==> src/rtl/tone_bit_fetch.sv <==
// Pulls bytes from a FIFO into a 24-bit bit buffer and hands out
// variable-length (0..15 bit) tone words, LSB-first.
module tone_bit_fetch #(
  parameter int DWIDTH = 8
) (
  input  logic              clk,
  input  logic              reset,
  input  logic              fifo_empty_i,
  output logic              fifo_re_o,
  input  logic [DWIDTH-1:0] fifo_data_i,
  input  logic              req_i,
  input  logic [3:0]        bits_i,
  output logic              ready_o,
  input  logic              flush_i,
  output logic              valid_o,
  output logic [14:0]       bits_o,
  output logic [4:0]        resid_o,
  output logic              underrun_o
);

  typedef enum logic [1:0] {IDLE, FETCH, CAPT, EMIT} state_t;

  state_t      state_reg, state_next;
  logic [23:0] bit_buf_reg, bit_buf_next;
  logic [4:0]  cnt_reg, cnt_next;
  logic [3:0]  len_reg, len_next;
  logic        under_reg, under_next;
  logic [4:0]  cnt_eff;
  logic [4:0]  cnt_capt;
  logic [14:0] emit_bits;

  // Keep only the lowest len_reg buffered bits for the output word.
  generate
    for (genvar gi = 0; gi < 15; gi++) begin : g_mask
      assign emit_bits[gi] = bit_buf_reg[gi] & (len_reg > 4'(gi));
    end
  endgenerate

  always_ff @(posedge clk or negedge reset) begin
    if (!reset) begin
      state_reg   <= IDLE;
      bit_buf_reg <= '0;
      cnt_reg     <= '0;
      len_reg     <= '0;
      under_reg   <= 1'b0;
    end else begin
      state_reg   <= state_next;
      bit_buf_reg <= bit_buf_next;
      cnt_reg     <= cnt_next;
      len_reg     <= len_next;
      under_reg   <= under_next;
    end
  end

  always_comb begin
    state_next   = state_reg;
    bit_buf_next = bit_buf_reg;
    cnt_next     = cnt_reg;
    len_next     = len_reg;
    under_next   = under_reg;
    fifo_re_o    = 1'b0;
    valid_o      = 1'b0;
    bits_o       = '0;
    cnt_capt     = cnt_reg + 5'd8;
    // A same-cycle flush empties the buffer before the request is judged.
    cnt_eff      = flush_i ? 5'd0 : cnt_reg;

    case (state_reg)
      IDLE: begin
        if (flush_i) begin
          bit_buf_next = '0;
          cnt_next     = '0;
          under_next   = 1'b0;
        end
        if (req_i) begin
          len_next   = bits_i;
          state_next = ({1'b0, bits_i} <= cnt_eff) ? EMIT : FETCH;
        end
      end
      FETCH: begin
        fifo_re_o = ~fifo_empty_i;
        if (fifo_empty_i) begin
          under_next = 1'b1;
        end else begin
          state_next = CAPT;
        end
      end
      CAPT: begin
        // Count is below 15 here, so the new byte always fits in 24 bits.
        bit_buf_next = bit_buf_reg | (24'(fifo_data_i) << cnt_reg);
        cnt_next     = cnt_capt;
        state_next   = (cnt_capt >= {1'b0, len_reg}) ? EMIT : FETCH;
      end
      EMIT: begin
        valid_o      = 1'b1;
        bits_o       = emit_bits;
        bit_buf_next = bit_buf_reg >> len_reg;
        cnt_next     = cnt_reg - {1'b0, len_reg};
        state_next   = IDLE;
      end
      default: state_next = IDLE;
    endcase
  end

  assign ready_o    = (state_reg == IDLE);
  assign resid_o    = cnt_reg;
  assign underrun_o = under_reg;

endmodule

==> config.mk <==
export PLATFORM = sky130hd
export DESIGN_NAME = tone_bit_fetch
export DESIGN_NICKNAME = d
export VERILOG_FILES = /design/src/rtl/tone_bit_fetch.sv
export SDC_FILE = /design/constraint.sdc
export NUM_CORES = 1
export LEC_CHECK = 0
export BUFFER_PORTS_ARGS = -buffer_cell sky130_fd_sc_hd__buf_2
export CELL_PAD_IN_SITES_DETAIL_PLACEMENT = 0
export CELL_PAD_IN_SITES_GLOBAL_PLACEMENT = 1
export CORE_UTILIZATION = 37
export CTS_BUF_LIST = sky130_fd_sc_hd__clkbuf_8
export DETAILED_ROUTE_END_ITERATION = 8
export PLACE_DENSITY_LB_ADDON = 0.1
export RECOVER_POWER = 100
export SKIP_LAST_GASP = 1
export SLEW_MARGIN = 5
export SYNTH_ARGS = -nofsm -noshare
export SYNTH_HDL_FRONTEND = slang
export SYNTH_SLANG_ARGS = --single-unit
==> constraint.sdc <==
create_clock -name clk -period 4.5 [get_ports clk]
set_clock_uncertainty 0.1 [all_clocks]
set_input_delay 0.9 -clock clk [delete_from_list [all_inputs] [get_ports clk]]
set_output_delay 0.9 -clock clk [all_outputs]
set_load 0.02 [all_outputs]
Word level (Yosys, flattened, before mapping)
Index checks and enable logic that the tools add are counted.
- $lt $le $gt $ge: 17
- equality and inequality tests: 7
- add/sub/neg operators: 2
- mux-type cells: 15
- reduce and logical (&&, ||, !) cells: 7
- div/mod/pow operators: 0
- bitwise operators: 17
- shift operators: 2
- multiply operators: 0
- operators by type and width (cell ; count):
    $pmux 24 s3 ; 1
    $gt 4x4->1 const B ; 7
    $mux 24 ; 1
    $or 24x24->24 ; 1
    $shl 8x5->24 ; 1
    $shr 24x4->24 ; 1
    $gt 4x3->1 const B ; 4
    $and 1x1->1 ; 15
    $mux 15 ; 1
    $pmux 5 s3 ; 1
    $gt 4x1->1 const B ; 2
    $gt 4x2->1 const B ; 2
    $mux 2 ; 4
    $pmux 2 s4 ; 1
    $ne 2x2->1 const B ; 3
    $reduce_and 2->1 ; 3
    $add 5x4->5 const B ; 1
    $ge 5x4->1 ; 1
    $le 4x5->1 ; 1
    $mux 5 ; 1
    $sub 5x4->5 ; 1
    $eq 2x2->1 const B ; 2
    $mux 1 ; 4
    $reduce_and 3->1 ; 1
    7 further kinds ; 7
- memories: 0
- RAM bits: 0
- word-level logic and storage cells: 72
- bits in latches: 0
- ROM bits: 0
- bits in registers: 36

Longest topological paths before layout
Gate-level depths: netlist (run 1).
- depth after elaboration: 5
- gate-level depth with buffers: 10
- gate-level depth less buffers: 9

Least setup slack after synthesis (run 1)
OpenSTA, ideal clock, no wires.
- path kind: register -> output
- start: reg state_reg[0]
- end: out bits_o[14]
- stages on the path, launching flop included: 5
- buffers on the path: 1
- path slack: 1792 ps
- data arrival time: 1708 ps
- required time: 3500 ps
- cell sequence: dfrtp_1 ha_1 buf_2 nand2_1 nor4_1
- word-level cells in the longest chain between the ends: 2
- RTL lines (what ; RTL line ; RTL):
    from (decl) ; 23 ; state_t state_reg, state_next;
    from (signal assigned) ; 47 ; state_reg <= state_next;
    $eq 2x2->1 ; 68 ; case (state_reg)
    $mux 15 ; 68 ;
    to (decl) ; 16 ; output logic [14:0] bits_o,
No other way between the ends.

Worst setup path in the final report (run 1)
- start: reg len_reg[2]
- end: out bits_o[14]
- word-level cells in the longest chain between the ends: 3
- RTL lines (what ; RTL line ; RTL):
    from (decl) ; 26 ; logic [3:0] len_reg, len_next;
    from (signal assigned) ; 50 ; len_reg <= len_next;
    $gt 4x4->1 ; 35 ; assign emit_bits[gi] = bit_buf_reg[gi] & (len_reg > 4'(gi));
    $and 1x1->1 ; 35 ;
    $mux 15 ; 68 ;
No other way between the ends.

==> results of run 1 <==
[worst min-delay path, cell delays in order (launching register included)]
cell and delay [ns]:
dfrtp_1 0.38, a21oi_1 0.05, nor2_1 0.08
[power groups by stage]
stage,Clock [mW],Sequential [mW],Combinational (mW)
detailed placement,0,0.726,1.78
global placement,0,0.729,1.79
global route,0.310,0.755,1.95
CTS,0.299,0.719,1.79
floorplan,0,0.566,1.45
finish,0.295,0.725,1.78
[Yosys cell counts, types with 4 or more instances]
library cell	n	share of area, %
o21ai_0	26	3.5
nor2_1	35	3.6
nor4_1	5	0.85
inv_1	17	1.7
a211oi_1	4	0.82
a21oi_1	18	2.5
mux2i_1	33	9.0
a32oi_1	5	1.2
nand4_1	4	0.68
o211ai_1	11	2.2
nor3_1	15	2.0
clkbuf_1	12	1.2
mux2_2	14	4.3
a31oi_1	4	0.68
a21o_1	4	0.82
nor2b_1	6	1.0
and3_1	5	0.85
ha_1	14	4.8
buf_2	9	1.2
dfrtp_1	36	25
nand3_1	10	1.4
nand2b_1	10	1.7
o22ai_1	9	1.5
nand2_1	47	4.8
mux4_2	10	6.1
[cells by family (layout without fill, tap and decap cells)]
logic type	Yosys count	after routing	synth area share (%)
xor gates and xnor gates	2	2	0.477
buffers and inverters	51	76	7.18
AOI/OAI and AO/OA	115	115	21.7
adders and majority gates	15	15	5.31
DFF	36	36	24.5
and+or+nand+nor	146	146	18.8
muxes	61	61	22.0
[layer usage]
metal	global-route usage (%)	vias to the layer above
met3	3.80	28
met5	0	-
li1	-	1642
met4	7.47	0
met2	41.2	165
met1	35.0	1757
[placed cells by master (no fill, tap or decap), types with 4 or more instances in the layout]
| cell | instances |
|---|---|
| a211oi_1 | 4 |
| a21o_1 | 4 |
| a21oi_1 | 18 |
| a31oi_1 | 4 |
| a32oi_1 | 5 |
| and3_1 | 5 |
| buf_2 | 17 |
| buf_4 | 5 |
| clkbuf_1 | 27 |
| clkbuf_8 | 5 |
| dfrtp_1 | 36 |
| ha_1 | 14 |
| inv_1 | 18 |
| mux2_2 | 12 |
| mux2i_1 | 33 |
| mux4_2 | 10 |
| nand2_1 | 47 |
| nand2b_1 | 10 |
| nand3_1 | 10 |
| nand4_1 | 4 |
| nor2_1 | 35 |
| nor2b_1 | 6 |
| nor3_1 | 15 |
| nor4_1 | 5 |
| o211ai_1 | 11 |
| o21ai_0 | 27 |
| o22ai_1 | 9 |
[path summary, 6_finish.rpt]
path                                                to  slack (ns)  cells after the start
max                                         bits_o[14]        0.86                      4
min in group asynchronous  bit_buf_reg[19]$_DFFE_PN0P_        1.14                      1
max reg2reg                 bit_buf_reg[5]$_DFFE_PN0P_        1.40                      6
min reg2reg                     underrun_o$_DFFE_PN0P_        0.44                      2
min                             underrun_o$_DFFE_PN0P_        0.44                      2
max in group asynchronous  bit_buf_reg[16]$_DFFE_PN0P_        1.89                      1
[cell type report]
cell class / count / area, µm² / area share, %
Multi-Input combinational cell: 339 / 2510 / 63.0
Sequential cell: 36 / 901 / 22.7
Timing Repair Buffer: 49 / 224 / 5.63
Tap cell: 133 / 166 / 4.19
Inverter: 19 / 71.3 / 1.79
Clock buffer: 5 / 68.8 / 1.73
Clock inverter: 3 / 38.8 / 0.975
==> metrics.cfg, run 1 <==
[setup_path]
r2r_start=len_reg[0]$_DFFE_PN0P_
crit_family=buffers and inverters
cp_cell_sequence=clkinv_1, clkbuf_1, nor4_1, clkbuf_1
crit_buf_inv=3
critical_path_arrival_ns=2.64
worst_path_most_repeated_cell=clkbuf_1
startpoint_type=flop
crit_fanout=25
crit_slowest_cell=dfrtp_1
critPathRequiredTime_ns=3.50
cp_slowest_stage_delay_ns=0.76
critical_path.endpoint_type=output port
startpoint=len_reg[2]$_DFFE_PN0P_
criticalPathCategory=flop to output port

[floorplan]
fp.coreArea_um2=9680
die_h_um=102
ios=41
die_area_um2=10300
std_cell_rows=36
initial_utilization_pct=37.9
die_w_um=102

[clock_tree]
clock-sinks=36
post-cts-setup-buffer-count=0
cts_tree=done
cts_hold_buf=0
cts_max_path_buffers=2
post_cts_resized=0
clock_latency_ns=0.30
cts-root-buf=clkbuf_8
h-tree-depth=2
cts_buffers=5
clk_pin_slew_worst_paths_ns=0.08

[synthesis]
synthesis.instances=426
syn_area_per_cell_um2=8.63
synthFlopType=dfrtp_1
syn_nets=458
synthArstFlopShare_pct=100
synth_area_um2=3670
synth.distinct_cells=68
ys_seq_area_share_pct=24.5
yosysWarnings=0
synth_edf_count=0
ys_ff_latch=36

[place]
dpl.cell_count=576
gp_congestion=0.888
hpwlAfterDp_um=9290
dpl_cell_area_um2=3920
dp_slack_ns=1.64
port_buffers=40

[sta]
hold_viol=0
fin_ws_ns=0.855
fmax_mhz=274
final-setup-viol-count=0
finalCriticalPeriod_ns=3.64
rsz0062_at_grt=no
tns_ns=0
whs_ns=0.443
worstMarginPinSlew_ns=2.20
slew_headroom_pct=-46.6
finalCritPeriodShare_pct=81.0
slew_viol_final=37

[power_and_ir_drop]
internal_power_mw=1.30
powerDensity_nw_per_um2=705
total_power_mw=2.80
pwr-share-comb_pct=63.6
p_leak_nw=1.61
seqPwrFrac_pct=25.9
ir_drop_mv=0.411
clkPwrFrac_pct=10.5
swShare_pct=53.7
p_switching_mw=1.51

[routing]
wl_met2_um=5870
drt_iter0_markers=326
routed_via_density=6.15
ant_nets=0
wl_met3_um=806
dr.max_layer_used=met4
drc=0
routedWlPerCell_um=21.3
firstDrtPassIters=5
wirelength_um=12500
num_vias=3592
wl_met1_um=5460

[run_status]
outcome=finished, violations left
violations=capacitance limit, slew limit

[finish]
layout.cells.non_filler=584
area_growth_pct=8.21
largest_register_ffs=24
drive_gt1_share_pct=12.9
design_area_um2=3980
fin_nets=482
final_core_util_pct=41.1
diodes=0
fillers=1009

[flow_run]
max_cap_viol_count=1

[global_route]
grt_max_degree=37
grt_pass1_wl_um=19700
antenna_found_initial=0
gr-total-overflow=0
grt_pass1_vias=3486
track_usage_pct=25.4

[hold_path]
hold_class=flop to flop
min-delay-start=underrun_o$_DFFE_PN0P_

Note: power is estimated with default switching activity, not from simulation.
==> run 2, diff against run 1 <==
==> constraint.sdc (replaced) <==
create_clock -name clk -period 2.9 [get_ports clk]
set_clock_uncertainty 0.1 [all_clocks]
set_input_delay 0.58 -clock clk [delete_from_list [all_inputs] [get_ports clk]]
set_output_delay 0.58 -clock clk [all_outputs]
set_load 0.02 [all_outputs]
==> run 2 against run 1 <==
Effect of this change:
- the flow still finishes with violations (capacitance limit, slew limit)
- sequential power grew 38%
- combinational power up 67%
- cell count grew 1.4%
- clock-buffer cell count stayed put
- largest cell class unchanged
==> metrics.cfg, run 2 (synthesis gave the netlist of run 1 again) <==
[run_status]
outcome=finished, violations left
violations=capacitance limit, slew limit

[setup_path]
cp_slowest_stage_delay_ns=0.41
crit_family=buffers and inverters
startpoint_type=flop
crit_buf_inv=3
criticalPathCategory=flop to output port
critical_path.endpoint_type=output port
critical_path_arrival_ns=1.98
critPathRequiredTime_ns=2.22
crit_slowest_cell=dfrtp_1
cp_cell_sequence=ha_1, inv_1, nor2_1, clkbuf_2, and4_1, buf_2
crit_fanout=7

[power_and_ir_drop]
p_leak_nw=1.67
ir_drop_mv=0.555
powerDensity_nw_per_um2=1100

[sta]
tns_ns=0
slew_headroom_pct=-45.4
rsz0062_at_grt=no
finalCriticalPeriod_ns=2.66
worstMarginPinSlew_ns=2.18
slew_viol_final=37
final-setup-viol-count=0
hold_viol=0
fmax_mhz=376
finalCritPeriodShare_pct=91.7

[clock_tree]
cts-root-buf=clkbuf_8
h-tree-depth=2
cts_tree=done
cts_hold_buf=0
clock_latency_ns=0.30
clk_pin_slew_worst_paths_ns=0.07
cts_buffers=5
post-cts-setup-buffer-count=0
cts_max_path_buffers=2
clock-sinks=36
post_cts_resized=0

[finish]
area_growth_pct=10.3
fin_nets=490
layout_common_cells=47 x nand2_1, 36 x dfrtp_1, 35 x nor2_1
layout.cells.non_filler=592
diodes=0
final_common_cell=nand2_1
largest_register_ffs=24
drive_gt1_share_pct=15.9

[global_route]
grt_max_degree=38
grt_pass1_wl_um=19800
gr-total-overflow=0
antenna_found_initial=0
grt_pass1_vias=3542
track_usage_pct=25.9

[routing]
num_vias=3597
wirelength_um=12600
drc=0
routed_via_density=6.08
drt_iter0_markers=236
firstDrtPassIters=5
routedWlPerCell_um=21.3
ant_nets=0

[floorplan]
initial_utilization_pct=37.9
die_area_um2=10300
fp.coreArea_um2=9680
std_cell_rows=36
die_h_um=102
die_w_um=102
ios=41

[place]
port_buffers=40
hpwlAfterDp_um=9450
gp_congestion=0.901
dpl.cell_count=584

[flow_run]
max_cap_viol_count=1

[hold_path]
hold_class=input port to flop

[run 2: final timing paths]
| path | from | end | slack, ns | depth (start not counted) |
|---|---|---|---|---|
| setup / recovery | state_reg[1]$_DFFE_PN0P_ | bits_o[13] | 0.24 | 6 |
| hold / removal | bits_i[3] | len_reg[3]$_DFFE_PN0P_ | 0.44 | 2 |
| setup reg to reg | state_reg[0]$_DFFE_PN0P_ | bit_buf_reg[12]$_DFFE_PN0P_ | 0.37 | 8 |
| hold reg to reg | underrun_o$_DFFE_PN0P_ | underrun_o$_DFFE_PN0P_ | 0.45 | 2 |
| max in group asynchronous | reset | bit_buf_reg[12]$_DFFE_PN0P_ | 0.63 | 1 |
| min in group asynchronous | reset | bit_buf_reg[21]$_DFFE_PN0P_ | 0.80 | 1 |
[run 2: area by class of cell]
type	instances	area, µm²
inverter	19	71.3
tap	133	166
fill	988	5630
sequential	36	901
multi-input combinational	339	2510
clock buffer	5	68.8
timing repair buffer	57	297
clock inverter	3	38.8
[run 2: per-stage QoR]
| step | hold slack, ns | cell area, µm² | total power [mW] | util, % | setup slack (ns) |
|---|---|---|---|---|---|
| floorplan | 0.184 | 3670 | 3.13 | - | 0.512 |
| global placement | 0.422 | 3990 | 4.00 | 41.2 | 0.634 |
| detailed placement | 0.433 | 3990 | 3.98 | 41.2 | 0.603 |
| CTS | 0.339 | 4100 | 4.47 | 42.3 | 0.325 |
| global route | 0.435 | 4050 | 4.76 | 41.8 | 0.109 |
| finish | 0.442 | 4050 | 4.44 | 41.8 | 0.239 |
[run 2: report_power, final]
| part | internal (mW) | switching, mW | leakage (nW) |
|---|---|---|---|
| sequential | 0.691 | 0.307 | 0.479 |
| combinational | 1.13 | 1.85 | 1.14 |
| clock | 0.252 | 0.209 | 0.0593 |
[run 2: per-layer routing]
layer	vias up	part of all wire [%]	wire length, µm	GRT usage [%]
li1	1660	-	-	-
met5	-	0	0	0
met2	173	47	5970	41.6
met1	1738	43	5390	33.9
met4	0	2.8	352	11.4
met3	26	7.4	929	4.62
[run 2: worst register-to-register path: stages, from the launching register on]
cell      delay, ns
dfrtp_1        0.41
inv_1          0.09
ha_1           0.32
nand2b_1       0.18
nand3_1        0.30
clkbuf_1       0.42
a32oi_1        0.28
o211ai_1       0.14
a21o_1         0.18
